**config.mk**
```make
export PLATFORM = sky130hd
export DESIGN_NAME = imem_loader_flat
export DESIGN_NICKNAME = d
export VERILOG_FILES = /design/src/rtl/imem_loader_if.sv /design/src/rtl/imem_loader.sv /design/src/flat_wrapper.sv
export SDC_FILE = /design/constraint.sdc
export NUM_CORES = 1
export LEC_CHECK = 0
export BUFFER_PORTS_ARGS = -buffer_cell sky130_fd_sc_hd__buf_2
export CAP_MARGIN = 30
export CORE_UTILIZATION = 55
export CTS_CLUSTER_SIZE = 8
export DETAILED_ROUTE_END_ITERATION = 8
export MAX_ROUTING_LAYER = met4
export PLACE_DENSITY = 0.75
export SYNTH_ARGS = -nofsm -noshare
export SYNTH_HDL_FRONTEND = slang
export SYNTH_SLANG_ARGS = --single-unit
```
**constraint.sdc**
```tcl
create_clock -name clk -period 3.4 [get_ports clk]
set_input_delay 0.68 -clock clk [delete_from_list [all_inputs] [get_ports clk]]
set_output_delay 0.68 -clock clk [all_outputs]
set_load 0.01 [all_outputs]
```
**src/rtl/imem_loader_if.sv**
```systemverilog
// Byte-stream input and imem write-port bundle for the program loader.
// The host drives the stream; the loader drives imem and the CPU reset.
interface imem_loader_if #(
  parameter int ADDR_W = 12
);
  logic              in_valid;
  logic [7:0]        in_data;
  logic              in_ready;
  logic              imem_we;
  logic [ADDR_W-1:0] imem_waddr;
  logic [15:0]       imem_wdata;
  logic              cpu_rst;
  logic              load_done;
  logic              load_err;

  modport master (
    output in_valid, in_data,
    input  in_ready, imem_we, imem_waddr, imem_wdata,
    input  cpu_rst, load_done, load_err
  );

  modport slave (
    input  in_valid, in_data,
    output in_ready, imem_we, imem_waddr, imem_wdata,
    output cpu_rst, load_done, load_err
  );
endinterface

```
**src/rtl/imem_loader.sv**
```systemverilog
// Framed program loader: SYNC, count, words, XOR checksum.
// Holds the CPU in reset until a frame loads with a matching checksum.
module imem_loader #(
  parameter int          ADDR_W = 12,
  parameter logic [7:0]  SYNC   = 8'hA5
) (
  input logic         clk,
  input logic         rst,
  imem_loader_if.slave bus
);
  localparam logic [2:0] IDLE    = 3'd0;
  localparam logic [2:0] CNT_HI  = 3'd1;
  localparam logic [2:0] CNT_LO  = 3'd2;
  localparam logic [2:0] DATA_HI = 3'd3;
  localparam logic [2:0] DATA_LO = 3'd4;
  localparam logic [2:0] CHECK   = 3'd5;
  localparam logic [2:0] DONE    = 3'd6;
  localparam logic [2:0] ERR     = 3'd7;

  localparam logic [16:0] CAP = 17'd1 << ADDR_W;

  logic [2:0]      state;
  logic [7:0]      cnt_hi;
  logic [7:0]      hi;
  logic [7:0]      xsum;
  logic [15:0]     cnt;
  logic [ADDR_W:0] idx;

  logic        fire;
  logic [15:0] n;
  logic        n_bad;
  logic        last;

  assign fire  = bus.in_valid & bus.in_ready;
  assign n     = {cnt_hi, bus.in_data};
  assign n_bad = (n == 16'd0) || ({1'b0, n} > CAP);
  // idx is one bit wider than the address so N = 2**ADDR_W cannot wrap
  assign last  = (17'(idx) + 17'd1) == {1'b0, cnt};

  always_ff @(posedge clk) begin
    if (rst) begin
      state          <= IDLE;
      bus.in_ready   <= 1'b0;
      bus.imem_we    <= 1'b0;
      bus.imem_waddr <= '0;
      bus.imem_wdata <= '0;
      bus.cpu_rst    <= 1'b1;
      bus.load_done  <= 1'b0;
      bus.load_err   <= 1'b0;
      cnt_hi         <= '0;
      hi             <= '0;
      xsum           <= '0;
      cnt            <= '0;
      idx            <= '0;
    end else begin
      bus.in_ready <= 1'b1;
      bus.imem_we  <= 1'b0;
      if (fire) begin
        unique case (state)
          IDLE, DONE, ERR: begin
            if (bus.in_data == SYNC) begin
              state         <= CNT_HI;
              bus.cpu_rst   <= 1'b1;
              bus.load_done <= 1'b0;
              bus.load_err  <= 1'b0;
            end
          end
          CNT_HI: begin
            cnt_hi <= bus.in_data;
            state  <= CNT_LO;
          end
          CNT_LO: begin
            if (n_bad) begin
              state         <= ERR;
              bus.load_err  <= 1'b1;
              bus.load_done <= 1'b0;
              bus.cpu_rst   <= 1'b1;
            end else begin
              cnt   <= n;
              idx   <= '0;
              xsum  <= '0;
              state <= DATA_HI;
            end
          end
          DATA_HI: begin
            hi    <= bus.in_data;
            xsum  <= xsum ^ bus.in_data;
            state <= DATA_LO;
          end
          DATA_LO: begin
            bus.imem_we    <= 1'b1;
            bus.imem_waddr <= idx[ADDR_W-1:0];
            bus.imem_wdata <= {hi, bus.in_data};
            xsum           <= xsum ^ bus.in_data;
            idx            <= idx + 1'b1;
            state          <= last ? CHECK : DATA_HI;
          end
          CHECK: begin
            if (bus.in_data == xsum) begin
              state         <= DONE;
              bus.load_done <= 1'b1;
              bus.load_err  <= 1'b0;
              bus.cpu_rst   <= 1'b0;
            end else begin
              state         <= ERR;
              bus.load_done <= 1'b0;
              bus.load_err  <= 1'b1;
              bus.cpu_rst   <= 1'b1;
            end
          end
        endcase
      end
    end
  end
endmodule
```
**src/flat_wrapper.sv**
```systemverilog
// flat-port wrapper written by rule: the top's interface ports become plain ports
module imem_loader_flat 
#(
  parameter int          ADDR_W = 12,
  parameter logic [7:0]  SYNC   = 8'hA5
)
  (clk, rst, bus_in_valid, bus_in_data, bus_in_ready, bus_imem_we, bus_imem_waddr, bus_imem_wdata, bus_cpu_rst, bus_load_done, bus_load_err);
  imem_loader_if #(.ADDR_W(ADDR_W)) bus_i ();
  input logic clk;
  input logic rst;
  input wire logic [$bits(bus_i.in_valid)-1:0] bus_in_valid;
  input wire logic [$bits(bus_i.in_data)-1:0] bus_in_data;
  output wire logic [$bits(bus_i.in_ready)-1:0] bus_in_ready;
  output wire logic [$bits(bus_i.imem_we)-1:0] bus_imem_we;
  output wire logic [$bits(bus_i.imem_waddr)-1:0] bus_imem_waddr;
  output wire logic [$bits(bus_i.imem_wdata)-1:0] bus_imem_wdata;
  output wire logic [$bits(bus_i.cpu_rst)-1:0] bus_cpu_rst;
  output wire logic [$bits(bus_i.load_done)-1:0] bus_load_done;
  output wire logic [$bits(bus_i.load_err)-1:0] bus_load_err;
  assign bus_i.in_valid = bus_in_valid;
  assign bus_i.in_data = bus_in_data;
  assign bus_in_ready = bus_i.in_ready;
  assign bus_imem_we = bus_i.imem_we;
  assign bus_imem_waddr = bus_i.imem_waddr;
  assign bus_imem_wdata = bus_i.imem_wdata;
  assign bus_cpu_rst = bus_i.cpu_rst;
  assign bus_load_done = bus_i.load_done;
  assign bus_load_err = bus_i.load_err;
  imem_loader #(.ADDR_W(ADDR_W), .SYNC(SYNC)) u_core (.clk(clk), .rst(rst), .bus(bus_i));
endmodule
```
==> results.sh, run 1 <==
export IMPL_outcome="finished clean"
export IMPL_remaining_drc_errors=0
export IMPL_drive_above_1_share=0.192
export IMPL_post_synth_num_cell_types=54
export IMPL_layout_area_seq_mm2=0.00178
export IMPL_start_kind="primary input"
export IMPL_fillCellCount=647
export IMPL_number_of_antenna_violations_at_the_first_check_in_global_routing=0
export IMPL_synth_top_area_share=0.422
export IMPL_post_cts_setup_buffers=0
export IMPL_clock_skew_final_ns=0.00986
export IMPL_critical_path_startpoint="bus_in_data[1]"
export IMPL_drtPass1Iterations=5
export IMPL_synth_mux_area_fraction=0.0521
export IMPL_antenna_cells=0
export IMPL_pin_count_of_the_biggest_net_entering_global_routing=35
export IMPL_netlist_top_cells_area="sky130_fd_sc_hd__dfxtp_1, sky130_fd_sc_hd__nand2_1, sky130_fd_sc_hd__a21oi_1"
export IMPL_endpoint_kind="flop"
export IMPL_timing_max_transition_violations_final=0
export IMPL_synth_fp_nets=526
export IMPL_final_nets=553
export IMPL_p_per_area_mw_per_mm2=400
export IMPL_crit_path_max_fanout=12
export IMPL_highest_ir_drop_seen_on_vdd_uv=262
export IMPL_first_global_vias=3294
export IMPL_placedInstanceArea_mm2=0.00447
export IMPL_tightest_slew_ns=0.850
export IMPL_netlist_top_cells_count="sky130_fd_sc_hd__dfxtp_1, sky130_fd_sc_hd__nand2_1, sky130_fd_sc_hd__a21oi_1"
export IMPL_finalCriticalPeriod_ns=2.68
export IMPL_grtUsageTotal=0.277
export IMPL_yosys_area_share_adder=0.00296
export IMPL_portion_of_the_post_synthesis_area_used_by_sequential_elements=0.422
export IMPL_yosys_register_bits=89
export IMPL_synthMostInstantiatedCell="sky130_fd_sc_hd__dfxtp_1"
export IMPL_synth_warnings=0
export IMPL_start_util=0.576
export IMPL_floorplan_die_width_um=89.7
export IMPL_timing_rr_start="u_core.cnt_hi[3]$_SDFFE_PP0P_"
export IMPL_post_drt_wl_per_cell_um=15.9
export IMPL_synthesis_area_per_instance_um2=8.22
export IMPL_placementRows=31
export IMPL_first_iter_violations=349
export IMPL_synth_top_family_by_area="simple AND/OR/NAND/NOR gates"
export IMPL_post_cts_resized_instances=0
export IMPL_core_region_area_mm2=0.00733
export IMPL_async_flop_share=0
export IMPL_floorplan_die_height_um=89.7
export IMPL_leakagePower_nw=1.69
export IMPL_flow_area_growth_from_synthesis_pct=10.8
export IMPL_clkTransAtPathRegs_ns=0.09
export IMPL_globalRoute_totalOverflow=0
export IMPL_cts_buffer_count=9
export IMPL_cts_sink_count=89
export IMPL_place_hpwl_um=7170
export IMPL_die_area_mm2=0.00804
export IMPL_finalHoldViolCount=0
export IMPL_final_period_utilization=0.787
export IMPL_drt_total_wl_um=10300
export IMPL_hold_sp="u_core.hi[7]$_SDFFE_PP0P_"
export IMPL_unrepaired_setup_endpoints_after_global_routing="false"
export IMPL_clk_insertion_delay_late_ns=0.37
export IMPL_synthXorXnorAreaFrac=0.0311
export IMPL_cts_tree="done"
export IMPL_worst_hold_path_type="reg -> reg"
export IMPL_timing_final_setup_violations=0
export IMPL_crit_arrival_ns=2.93
export IMPL_synth_top_cell_by_area="sky130_fd_sc_hd__dfxtp_1"
export IMPL_clock_root_buffer="sky130_fd_sc_hd__clkbuf_8"
export IMPL_synth_compound_area_share=0.176
export IMPL_cts_max_level=3
export IMPL_ctsHoldBuffers=0
export IMPL_netlist_instances=514
export IMPL_yosys_area_share_simple=0.266
export IMPL_vias=3774
export IMPL_synth_enable_flop_cells=0
export IMPL_floorplan_io_pins=44
export IMPL_synth_main_ff_cell="sky130_fd_sc_hd__dfxtp_1"
export IMPL_drv_max_cap_violation_count=0
export IMPL_cts_buffer_depth=2
export IMPL_multi_input_comb_area_mm2=0.00223
export IMPL_final_design_area_excluding_fillers_mm2=0.00468
export IMPL_grt_first_pass_wirelength_um=16100
export IMPL_routabilityCongestion=0.944
export IMPL_achievable_frequency_mhz=374
export IMPL_setup_total_negative_slack_ns=0
export IMPL_routed_via_density=5.85
export IMPL_worstPathRequired_ns=3.65
export IMPL_worst_slew_margin_rel=0.431
export IMPL_buffer_ports_inserted=43
export IMPL_worstSetupPathType="in -> reg"
export IMPL_holdWs_ns=0.454
export IMPL_synth_cell_area_mm2=0.00423
export IMPL_number_of_nets_with_antenna_violations_after_routing=0
## layout by cell type (no fill, tap or decap), types with 13 or more instances in the layout
cell and instances:
sky130_fd_sc_hd__a21oi_1 52, sky130_fd_sc_hd__buf_2 43, sky130_fd_sc_hd__buf_4 13, sky130_fd_sc_hd__dfxtp_1 89
sky130_fd_sc_hd__mux2i_1 22, sky130_fd_sc_hd__nand2_1 83, sky130_fd_sc_hd__nand2b_1 20, sky130_fd_sc_hd__nand3_1 13
sky130_fd_sc_hd__nor2_1 42, sky130_fd_sc_hd__nor3_1 16, sky130_fd_sc_hd__o21ai_0 15
## path summary, 6_finish.rpt
| path | endpoint | slack [ns] | cells past startpoint |
|---|---|---|---|
| setup / recovery | u_core.idx[11]$_SDFFE_PP0P_ | 0.72 | 8 |
| hold / removal | u_core.bus.imem_wdata[15]$_SDFFE_PP0P_ | 0.45 | 2 |
| setup reg to reg | u_core.idx[11]$_SDFFE_PP0P_ | 0.85 | 7 |
| hold reg to reg | u_core.bus.imem_wdata[15]$_SDFFE_PP0P_ | 0.45 | 2 |
## logic make-up after synthesis
kind of cell	Yosys count
AOI/OAI and AO/OA	115
xor gates and xnor gates	15
adders and majority gates	1
buffers and inverters	45
DFF	89
muxes	22
and+or+nand+nor	227
## worst max-delay path, stage by stage
cell and delay (ns):
sky130_fd_sc_hd__buf_2 0.10, sky130_fd_sc_hd__or4_1 0.63, sky130_fd_sc_hd__o31ai_1 0.34, sky130_fd_sc_hd__and4_1 0.56, sky130_fd_sc_hd__buf_4 0.31, sky130_fd_sc_hd__o21ai_0 0.11
sky130_fd_sc_hd__a21oi_1 0.15, sky130_fd_sc_hd__nor2_1 0.05
## registers in the layout (all words and copies together), names as in the netlist
signal                 count
u_core.bus.imem_waddr     12
u_core.cnt                16
u_core.bus.in_ready        1
u_core.idx                13
u_core.cnt_hi              8
u_core.xsum                8
u_core.hi                  8
u_core.state               3
u_core.bus.load_done       1
u_core.bus.imem_we         1
u_core.bus.load_err        1
u_core.bus.imem_wdata     16
u_core.bus.cpu_rst         1
## per-layer routing
metal | part of all wire | track usage | vias up
met5 | 0 | - | -
met4 | 0.011 | 0.0707 | 0
met3 | 0.055 | 0.0667 | 11
met2 | 0.47 | 0.421 | 127
met1 | 0.47 | 0.369 | 1788
li1 | - | - | 1848
## stage by stage
stage          total power [mW]  cells  setup WS (ns)  utilization
4_1_cts                    1.89    645          0.756        0.639
3_5_place_dp               1.12    629          0.371        0.610
6_report                   1.87    645          0.723        0.639
5_1_grt                    1.94    645          0.636        0.639
3_3_place_gp               1.12    629          0.391        0.610
2_1_floorplan              1.10    514          0.712            -
## area by class of cell
cell class                      instances  area share
Clock inverter                          6      0.0158
Inverter                                5     0.00401
Timing Repair Buffer                   56      0.0668
Tap cell                               99      0.0265
Multi-Input combinational cell        380       0.477
Clock buffer                           10      0.0294
Sequential cell                        89       0.381
## power breakdown
group / internal [mW] / total [mW] / switching [mW]
logic: 0.0151 / 0.0585 / 0.0434
registers: 1.04 / 1.04 / 0.000498
clock network: 0.368 / 0.772 / 0.404
total: 1.43 / 1.87 / 0.448
(Power assumes the default switching activity.)
==> run 2, diff against run 1 <==
Settings changed: ABC_AREA set to 1, CORE_UTILIZATION 55 to 52.
Clock period 3.4 ns to 2.29 ns, I/O delays scaled along.
==> run 2 against run 1 <==
- power rose by 50%
- final cell count rose by 9.5%
- sequential share of layout area rose by 0.90 points
- first-iteration DRC count fell by 36%
- clock skew rose by 0.0025 ns
- wire length fell by 3.1%
- worst hold slack got worse by 0.041 ns
- critical path depth rose by 8
- synthesized area fell by 5.5%
- sequential cell count did not move
- via count rose by 1.0%
- critical endpoint is now u_core.state[1]$_SDFFE_PP0P_
==> results.sh, run 2 <==
export IMPL_outcome="finished clean"
export IMPL_timing_hold_worst_endpoint="u_core.cnt_hi[5]$_SDFFE_PP0P_"
export IMPL_achievable_frequency_mhz=507
export IMPL_post_synth_num_cell_types=32
export IMPL_cts_tree="done"
export IMPL_core_region_area_mm2=0.00733
export IMPL_globalRoute_totalOverflow=0
export IMPL_clkTransAtPathRegs_ns=0.10
export IMPL_synthMostInstantiatedCell="sky130_fd_sc_hd__nand2_1"
export IMPL_highest_ir_drop_seen_on_vdd_uv=655
export IMPL_place_detailed_instances=690
export IMPL_cts_max_level=3
export IMPL_tightest_slew_ns=0.442
export IMPL_global_route_usage_met3=0.0603
export IMPL_synth_fp_nets=568
export IMPL_timing_hold_worst_path_depth=3
export IMPL_clk_insertion_delay_late_ns=0.38
export IMPL_die_area_mm2=0.00804
export IMPL_number_of_antenna_violations_at_the_first_check_in_global_routing=0
export IMPL_drv_max_cap_violation_count=0
export IMPL_synthXorXnorAreaFrac=0.0197
export IMPL_timing_reg2reg_setup_slack_ns=0.32
export IMPL_first_iter_violations=225
export IMPL_layout_cells_most_common_list="sky130_fd_sc_hd__nand2_1, sky130_fd_sc_hd__dfxtp_1, sky130_fd_sc_hd__a21oi_1"
export IMPL_grt_first_pass_wirelength_um=16100
export IMPL_largestRegisters="u_core.bus.imem_wdata (16), u_core.cnt (16), u_core.idx (13)"
export IMPL_floorplan_die_width_um=89.6
export IMPL_place_hpwl_um=7070
export IMPL_post_drt_wl_per_cell_um=14.1
export IMPL_yosys_area_share_adder=0.00313
export IMPL_placementRows=31
export IMPL_drt_total_wl_um=9950
export IMPL_flow_area_growth_from_synthesis_pct=14.5
export IMPL_synth_cell_area_mm2=0.00399
export IMPL_cts_sink_count=89
export IMPL_cts_buffer_depth=2
export IMPL_unrepaired_setup_endpoints_after_global_routing="false"
export IMPL_dp_slack_ns=0.115
export IMPL_hold_sp="bus_in_data[5]"
export IMPL_floorplan_io_pins=44
export IMPL_start_util=0.545
export IMPL_yosys_register_bits=89
export IMPL_timing_final_setup_violations=0
export IMPL_worst_hold_path_type="in -> reg"
export IMPL_pin_count_of_the_biggest_net_entering_global_routing=53
export IMPL_synth_top_area_share=0.446
export IMPL_number_of_nets_with_antenna_violations_after_routing=0
export IMPL_final_std_cells_w_o_fill=706
export IMPL_endpoint_kind="flop"
export IMPL_antenna_cells=0
export IMPL_drtPass1Iterations=5
export IMPL_critical_path_startpoint="u_core.idx[1]$_SDFFE_PP0P_"
export IMPL_async_flop_share=0
export IMPL_final_period_utilization=0.862
export IMPL_worstPathRequired_ns=2.55
export IMPL_worst_slew_margin_rel=0.705
export IMPL_clock_skew_final_ns=0.0123
export IMPL_first_global_vias=3380
export IMPL_synth_enable_flop_cells=0
export IMPL_start_kind="flop"
export IMPL_cts_buffer_count=9
export IMPL_fin_ws_ns=0.317
export IMPL_grtUsageTotal=0.276
export IMPL_netlist_top_cells_area="sky130_fd_sc_hd__dfxtp_1, sky130_fd_sc_hd__a21oi_1, sky130_fd_sc_hd__nand2_1"
export IMPL_synth_warnings=0
export IMPL_finalHoldViolCount=0
export IMPL_rr_worst_depth=16
export IMPL_synth_compound_area_share=0.197
export IMPL_vias=3812
export IMPL_post_cts_setup_buffers=0
export IMPL_timing_rr_start="u_core.idx[1]$_SDFFE_PP0P_"
export IMPL_crit_path_max_fanout=6
export IMPL_crit_arrival_ns=2.24
export IMPL_global_route_usage_met1=0.355
export IMPL_final_nets=614
export IMPL_timing_max_transition_violations_final=0
export IMPL_netlist_instances=556
export IMPL_setup_total_negative_slack_ns=0
export IMPL_post_layout_utilization_of_the_core=0.624
export IMPL_most_utilized_layer_in_the_global_route_result="met2"
export IMPL_yosys_area_share_simple=0.250
export IMPL_floorplan_die_height_um=89.6
export IMPL_routed_via_density=5.40
export IMPL_worstSetupPathType="reg -> reg"
export IMPL_drive_above_1_share=0.170
export IMPL_finalCriticalPeriod_ns=1.97
export IMPL_netlist_top_cells_count="sky130_fd_sc_hd__nand2_1, sky130_fd_sc_hd__dfxtp_1, sky130_fd_sc_hd__a21oi_1"
export IMPL_synth_main_ff_cell="sky130_fd_sc_hd__dfxtp_1"
export IMPL_synth_top_cell_by_area="sky130_fd_sc_hd__dfxtp_1"
export IMPL_clock_root_buffer="sky130_fd_sc_hd__clkbuf_8"
export IMPL_crit_reg2reg_capture="u_core.state[1]$_SDFFE_PP0P_"
export IMPL_synthesis_area_per_instance_um2=7.18
export IMPL_most_frequent_standard_cell_in_the_layout_excluding_fill_and_tap_cells="sky130_fd_sc_hd__nand2_1"
export IMPL_portion_of_the_post_synthesis_area_used_by_sequential_elements=0.446
export IMPL_synth_mux_area_fraction=0
export IMPL_leakagePower_nw=2.00
export IMPL_buffer_ports_inserted=43
export IMPL_gr_usage_met2=0.437
export IMPL_synth_top_family_by_area="simple AND/OR/NAND/NOR gates"
export IMPL_remaining_drc_errors=0
export IMPL_p_per_area_mw_per_mm2=615
export IMPL_routabilityCongestion=0.877
run 2: cell types whose count changed after synthesis, sizes merged, moves of 7 or more:
cell    before  now
o21ai       23   69
clkbuf      28   16
inv          5   65
a31o         8    0
mux2i       22    0
nor2        44   65
and3         8    0
nand2b      20    0
a21oi       60   75
nand3       13   34
buf         12    5
nand2       83   99
nor3        16    8
run 2: logic make-up after synthesis:
kind of cell	count (synthesis)
AO/OA/AOI/OAI	151
XOR/XNOR	9
adder cells (fa/ha/maj)	1
buffers and inverters	86
flip-flops	89
AND/OR/NAND/NOR	220
run 2: final cells by class:
class / count / area [µm²]
repair buffers: 56 / 338
fillers: 674 / 2760
multi-input cells: 381 / 1880
well taps: 99 / 124
inverters: 65 / 244
flip-flops and latches: 89 / 1780
clock buffers: 9 / 124
clock inverters: 7 / 86.3
run 2: metal layers:
metal	vias up	routed length, µm	share of wire
li1	1917	-	-
met1	1757	4570	0.46
met2	122	4620	0.46
met3	16	595	0.060
met4	0	160	0.016
met5	-	0	0
run 2: report_power, final:
| group | leakage, nW | switching [mW] | internal [mW] |
|---|---|---|---|
| Sequential | 0.717 | 0.000532 | 1.55 |
| Clock | 0.104 | 0.646 | 0.529 |
| Combinational | 1.18 | 0.0607 | 0.0292 |
| Total | 2.00 | 0.708 | 2.11 |
run 2: worst max path at each step:
stage	end	cells after the start
2_1_floorplan	u_core.xsum[4]$_SDFFE_PP0P_	12
3_3_place_gp	u_core.xsum[1]$_SDFFE_PP0P_	13
3_5_place_dp	u_core.xsum[3]$_SDFFE_PP0P_	13
4_1_cts	u_core.state[1]$_SDFFE_PP0P_	14
5_1_grt	u_core.state[2]$_SDFFE_PP0P_	13
6_report	u_core.state[1]$_SDFFE_PP0P_	16
run 2: metrics by stage:
stage	instance area [µm²]	hold WS [ns]	power, mW
floorplan	3990	0.417	1.63
global placement	4360	0.425	1.67
detailed placement	4360	0.430	1.67
CTS	4570	0.413	2.81
global route	4570	0.419	2.90
finish	4570	0.413	2.81
run 2: what timing repair did:
action / in CTS / in global routing
gates resized for setup: 0 / 1
hold endpoints to repair: 0 / 0
hold buffers: 0 / 0
setup endpoints to repair: 0 / 1
run 2: critical path, stage by stage (launching register included):
cell,delay (ns)
sky130_fd_sc_hd__dfxtp_1,0.41
sky130_fd_sc_hd__ha_1,0.26
sky130_fd_sc_hd__nand2_2,0.13
sky130_fd_sc_hd__nor2_4,0.18
sky130_fd_sc_hd__nand2_1,0.09
sky130_fd_sc_hd__nand2_1,0.09
sky130_fd_sc_hd__nand3_1,0.07
sky130_fd_sc_hd__nand2_1,0.06
sky130_fd_sc_hd__nand2_1,0.05
sky130_fd_sc_hd__inv_1,0.04
sky130_fd_sc_hd__nand2_1,0.04
sky130_fd_sc_hd__nor2_1,0.16
sky130_fd_sc_hd__nand2_1,0.08
sky130_fd_sc_hd__nand2_1,0.06
sky130_fd_sc_hd__nand2_1,0.04
sky130_fd_sc_hd__nand2_1,0.05
sky130_fd_sc_hd__a21oi_1,0.06
==> run 3, diff against run 2 <==
Settings changed: RECOVER_POWER set to 100.
==> run 3 against run 2 <==
- fmax shrank 4.5%
- die area is the same
- final cell count is the same
- sequential cell count is the same
- wire length grew 0.24%
- power shrank 0.12%
- design area shrank 1.6%
- register-to-register slack lost 0.09 ns
- first-iteration DRC count grew 19%
- setup slack lost 0.093 ns
- clock power is essentially flat
- combinational power is essentially flat
- critical endpoint is now u_core.cnt[0]$_SDFFE_PP0P_
- highest routed layer unchanged
==> results.sh, run 3 (same netlist as run 2, synthesis figures left out) <==
export IMPL_most_frequent_standard_cell_in_the_layout_excluding_fill_and_tap_cells="sky130_fd_sc_hd__nand2_1"
export IMPL_number_of_nets_with_antenna_violations_after_routing=0
export IMPL_critical_path_startpoint="u_core.cnt_hi[6]$_SDFFE_PP0P_"
export IMPL_start_util=0.545
export IMPL_first_global_vias=3380
export IMPL_drtPass1Iterations=6
export IMPL_worstSetupPathType="reg -> reg"
export IMPL_crit_path_end="u_core.cnt[0]$_SDFFE_PP0P_"
export IMPL_leakagePower_nw=1.84
export IMPL_layout_cells_most_common_list="sky130_fd_sc_hd__nand2_1, sky130_fd_sc_hd__dfxtp_1, sky130_fd_sc_hd__a21oi_1"
export IMPL_rr_worst_depth=8
export IMPL_timing_rr_start="u_core.cnt_hi[6]$_SDFFE_PP0P_"
export IMPL_ctsHoldBuffers=0
export IMPL_total_power_mw=2.81
export IMPL_timing_final_setup_violations=0
export IMPL_flow_area_growth_from_synthesis_pct=12.8
export IMPL_clock_root_buffer="sky130_fd_sc_hd__clkbuf_8"
export IMPL_cp_slowest_cell="sky130_fd_sc_hd__clkbuf_1"
export IMPL_largestRegisters="u_core.bus.imem_wdata (16), u_core.cnt (16), u_core.idx (13)"
export IMPL_p_per_area_mw_per_mm2=624
export IMPL_finalHoldViolCount=0
export IMPL_core_region_area_mm2=0.00733
export IMPL_routabilityCongestion=0.877
export IMPL_floorplan_die_width_um=89.6
export IMPL_unrepaired_setup_endpoints_after_global_routing="false"
export IMPL_grtUsageTotal=0.276
export IMPL_cts_max_level=3
export IMPL_die_area_mm2=0.00804
export IMPL_clk_insertion_delay_late_ns=0.38
export IMPL_grt_first_pass_wirelength_um=16100
export IMPL_finalCriticalPeriod_ns=2.07
export IMPL_place_detailed_instances=690
export IMPL_worst_slew_margin_rel=0.589
export IMPL_drive_above_1_share=0.0890
export IMPL_crit_arrival_ns=2.33
export IMPL_antenna_cells=0
export IMPL_outcome="finished clean"
export IMPL_globalRoute_totalOverflow=0
export IMPL_timing_max_transition_violations_final=0
export IMPL_worst_hold_path_type="in -> reg"
export IMPL_cts_tree="done"
export IMPL_cp_cell_instances="or2_1, nor3_2, nand4_1, nand4_1, clkbuf_1, inv_1, o21ai_0, a21oi_1"
export IMPL_clock_skew_final_ns=0.0110
export IMPL_cts_buffer_depth=2
export IMPL_final_nets=614
export IMPL_cts_buffer_count=9
export IMPL_tightest_slew_ns=0.617
export IMPL_clkTransAtPathRegs_ns=0.10
export IMPL_timing_reg2reg_setup_slack_ns=0.22
export IMPL_first_iter_violations=267
export IMPL_worstPathRequired_ns=2.55
export IMPL_buffer_ports_inserted=43
export IMPL_placementRows=31
export IMPL_crit_reg2reg_capture="u_core.cnt[0]$_SDFFE_PP0P_"
export IMPL_pin_count_of_the_biggest_net_entering_global_routing=53
export IMPL_routed_via_density=5.44
export IMPL_final_period_utilization=0.902
export IMPL_achievable_frequency_mhz=484
export IMPL_start_kind="flop"
export IMPL_place_hpwl_um=7070
export IMPL_highest_ir_drop_seen_on_vdd_uv=633
export IMPL_crit_path_max_fanout=13
export IMPL_timing_critical_path_mode_cell="sky130_fd_sc_hd__nand4_1"
export IMPL_drv_max_cap_violation_count=0
export IMPL_final_std_cells_w_o_fill=706
export IMPL_remaining_drc_errors=0
export IMPL_floorplan_die_height_um=89.6
export IMPL_endpoint_kind="flop"
export IMPL_vias=3839
export IMPL_post_drt_wl_per_cell_um=14.1
export IMPL_setup_total_negative_slack_ns=0
export IMPL_critPathMaxStageDelay_ns=0.38
export IMPL_number_of_antenna_violations_at_the_first_check_in_global_routing=0
export IMPL_drt_total_wl_um=9970
export IMPL_cts_sink_count=89
export IMPL_floorplan_io_pins=44
run 3: cell types whose count changed in the layout (fill, tap and decap cells not counted), sizes merged:
cell / delta
buf: -38
clkbuf: +38
clkinv: +1
inv: -1
run 3: metal layers:
metal / part of all wire / global-route usage / routed length, µm
met2: 0.47 / 0.437 / 4640
met3: 0.061 / 0.0603 / 609
met5: 0 / - / 0
met4: 0.017 / 0.0808 / 167
met1: 0.46 / 0.355 / 4560
run 3: worst max-delay path: cells and delay by family (launching register included):
family	cells	cell delay, ns
AO/OA/AOI/OAI	2	0.26
buffers and inverters	2	0.55
flip-flops	1	0.32
AND/OR/NAND/NOR	4	0.84
run 3: worst min-delay path by stage:
stage                                start                             to  slack [ns]  depth (start not counted)
6_report                    bus_in_data[5]  u_core.cnt_hi[5]$_SDFFE_PP0P_        0.41                          3
5_1_grt                     bus_in_data[6]      u_core.hi[6]$_SDFFE_PP0P_        0.42                          3
4_1_cts                     bus_in_data[5]  u_core.cnt_hi[5]$_SDFFE_PP0P_        0.41                          3
3_5_place_dp   u_core.cnt[14]$_SDFFE_PP0P_    u_core.cnt[14]$_SDFFE_PP0P_        0.43                          2
3_3_place_gp   u_core.cnt[15]$_SDFFE_PP0P_    u_core.cnt[15]$_SDFFE_PP0P_        0.42                          2
2_1_floorplan  u_core.cnt[15]$_SDFFE_PP0P_    u_core.cnt[15]$_SDFFE_PP0P_        0.42                          2
run 3: through the flow:
stage | utilization | setup WS (ns) | hold WS (ns) | cell area [µm²]
5_1_grt | 0.614 | 0.0298 | 0.419 | 4500
3_3_place_gp | 0.595 | 0.161 | 0.425 | 4360
6_report | 0.614 | 0.224 | 0.410 | 4500
4_1_cts | 0.624 | 0.317 | 0.413 | 4570
2_1_floorplan | - | 0.603 | 0.417 | 3990
3_5_place_dp | 0.595 | 0.115 | 0.430 | 4360
run 3: what timing repair did:
action	in CTS	in global routing
gates resized for setup	0	1
endpoints found under the setup margin	0	1
setup buffers	0	0
run 3: power by group:
group          total (mW)  switching, mW  internal (mW)
registers            1.55       0.000540           1.55
clock network        1.17          0.643          0.530
logic              0.0898         0.0610         0.0288
run 3: final cells by class:
type | count | area [µm²]
Clock inverter | 7 | 86.3
Sequential cell | 89 | 1780
Multi-Input combinational cell | 381 | 1860
Clock buffer | 9 | 124
Tap cell | 99 | 124
Inverter | 65 | 244
Fill cell | 693 | 2830
Timing Repair Buffer | 56 | 279
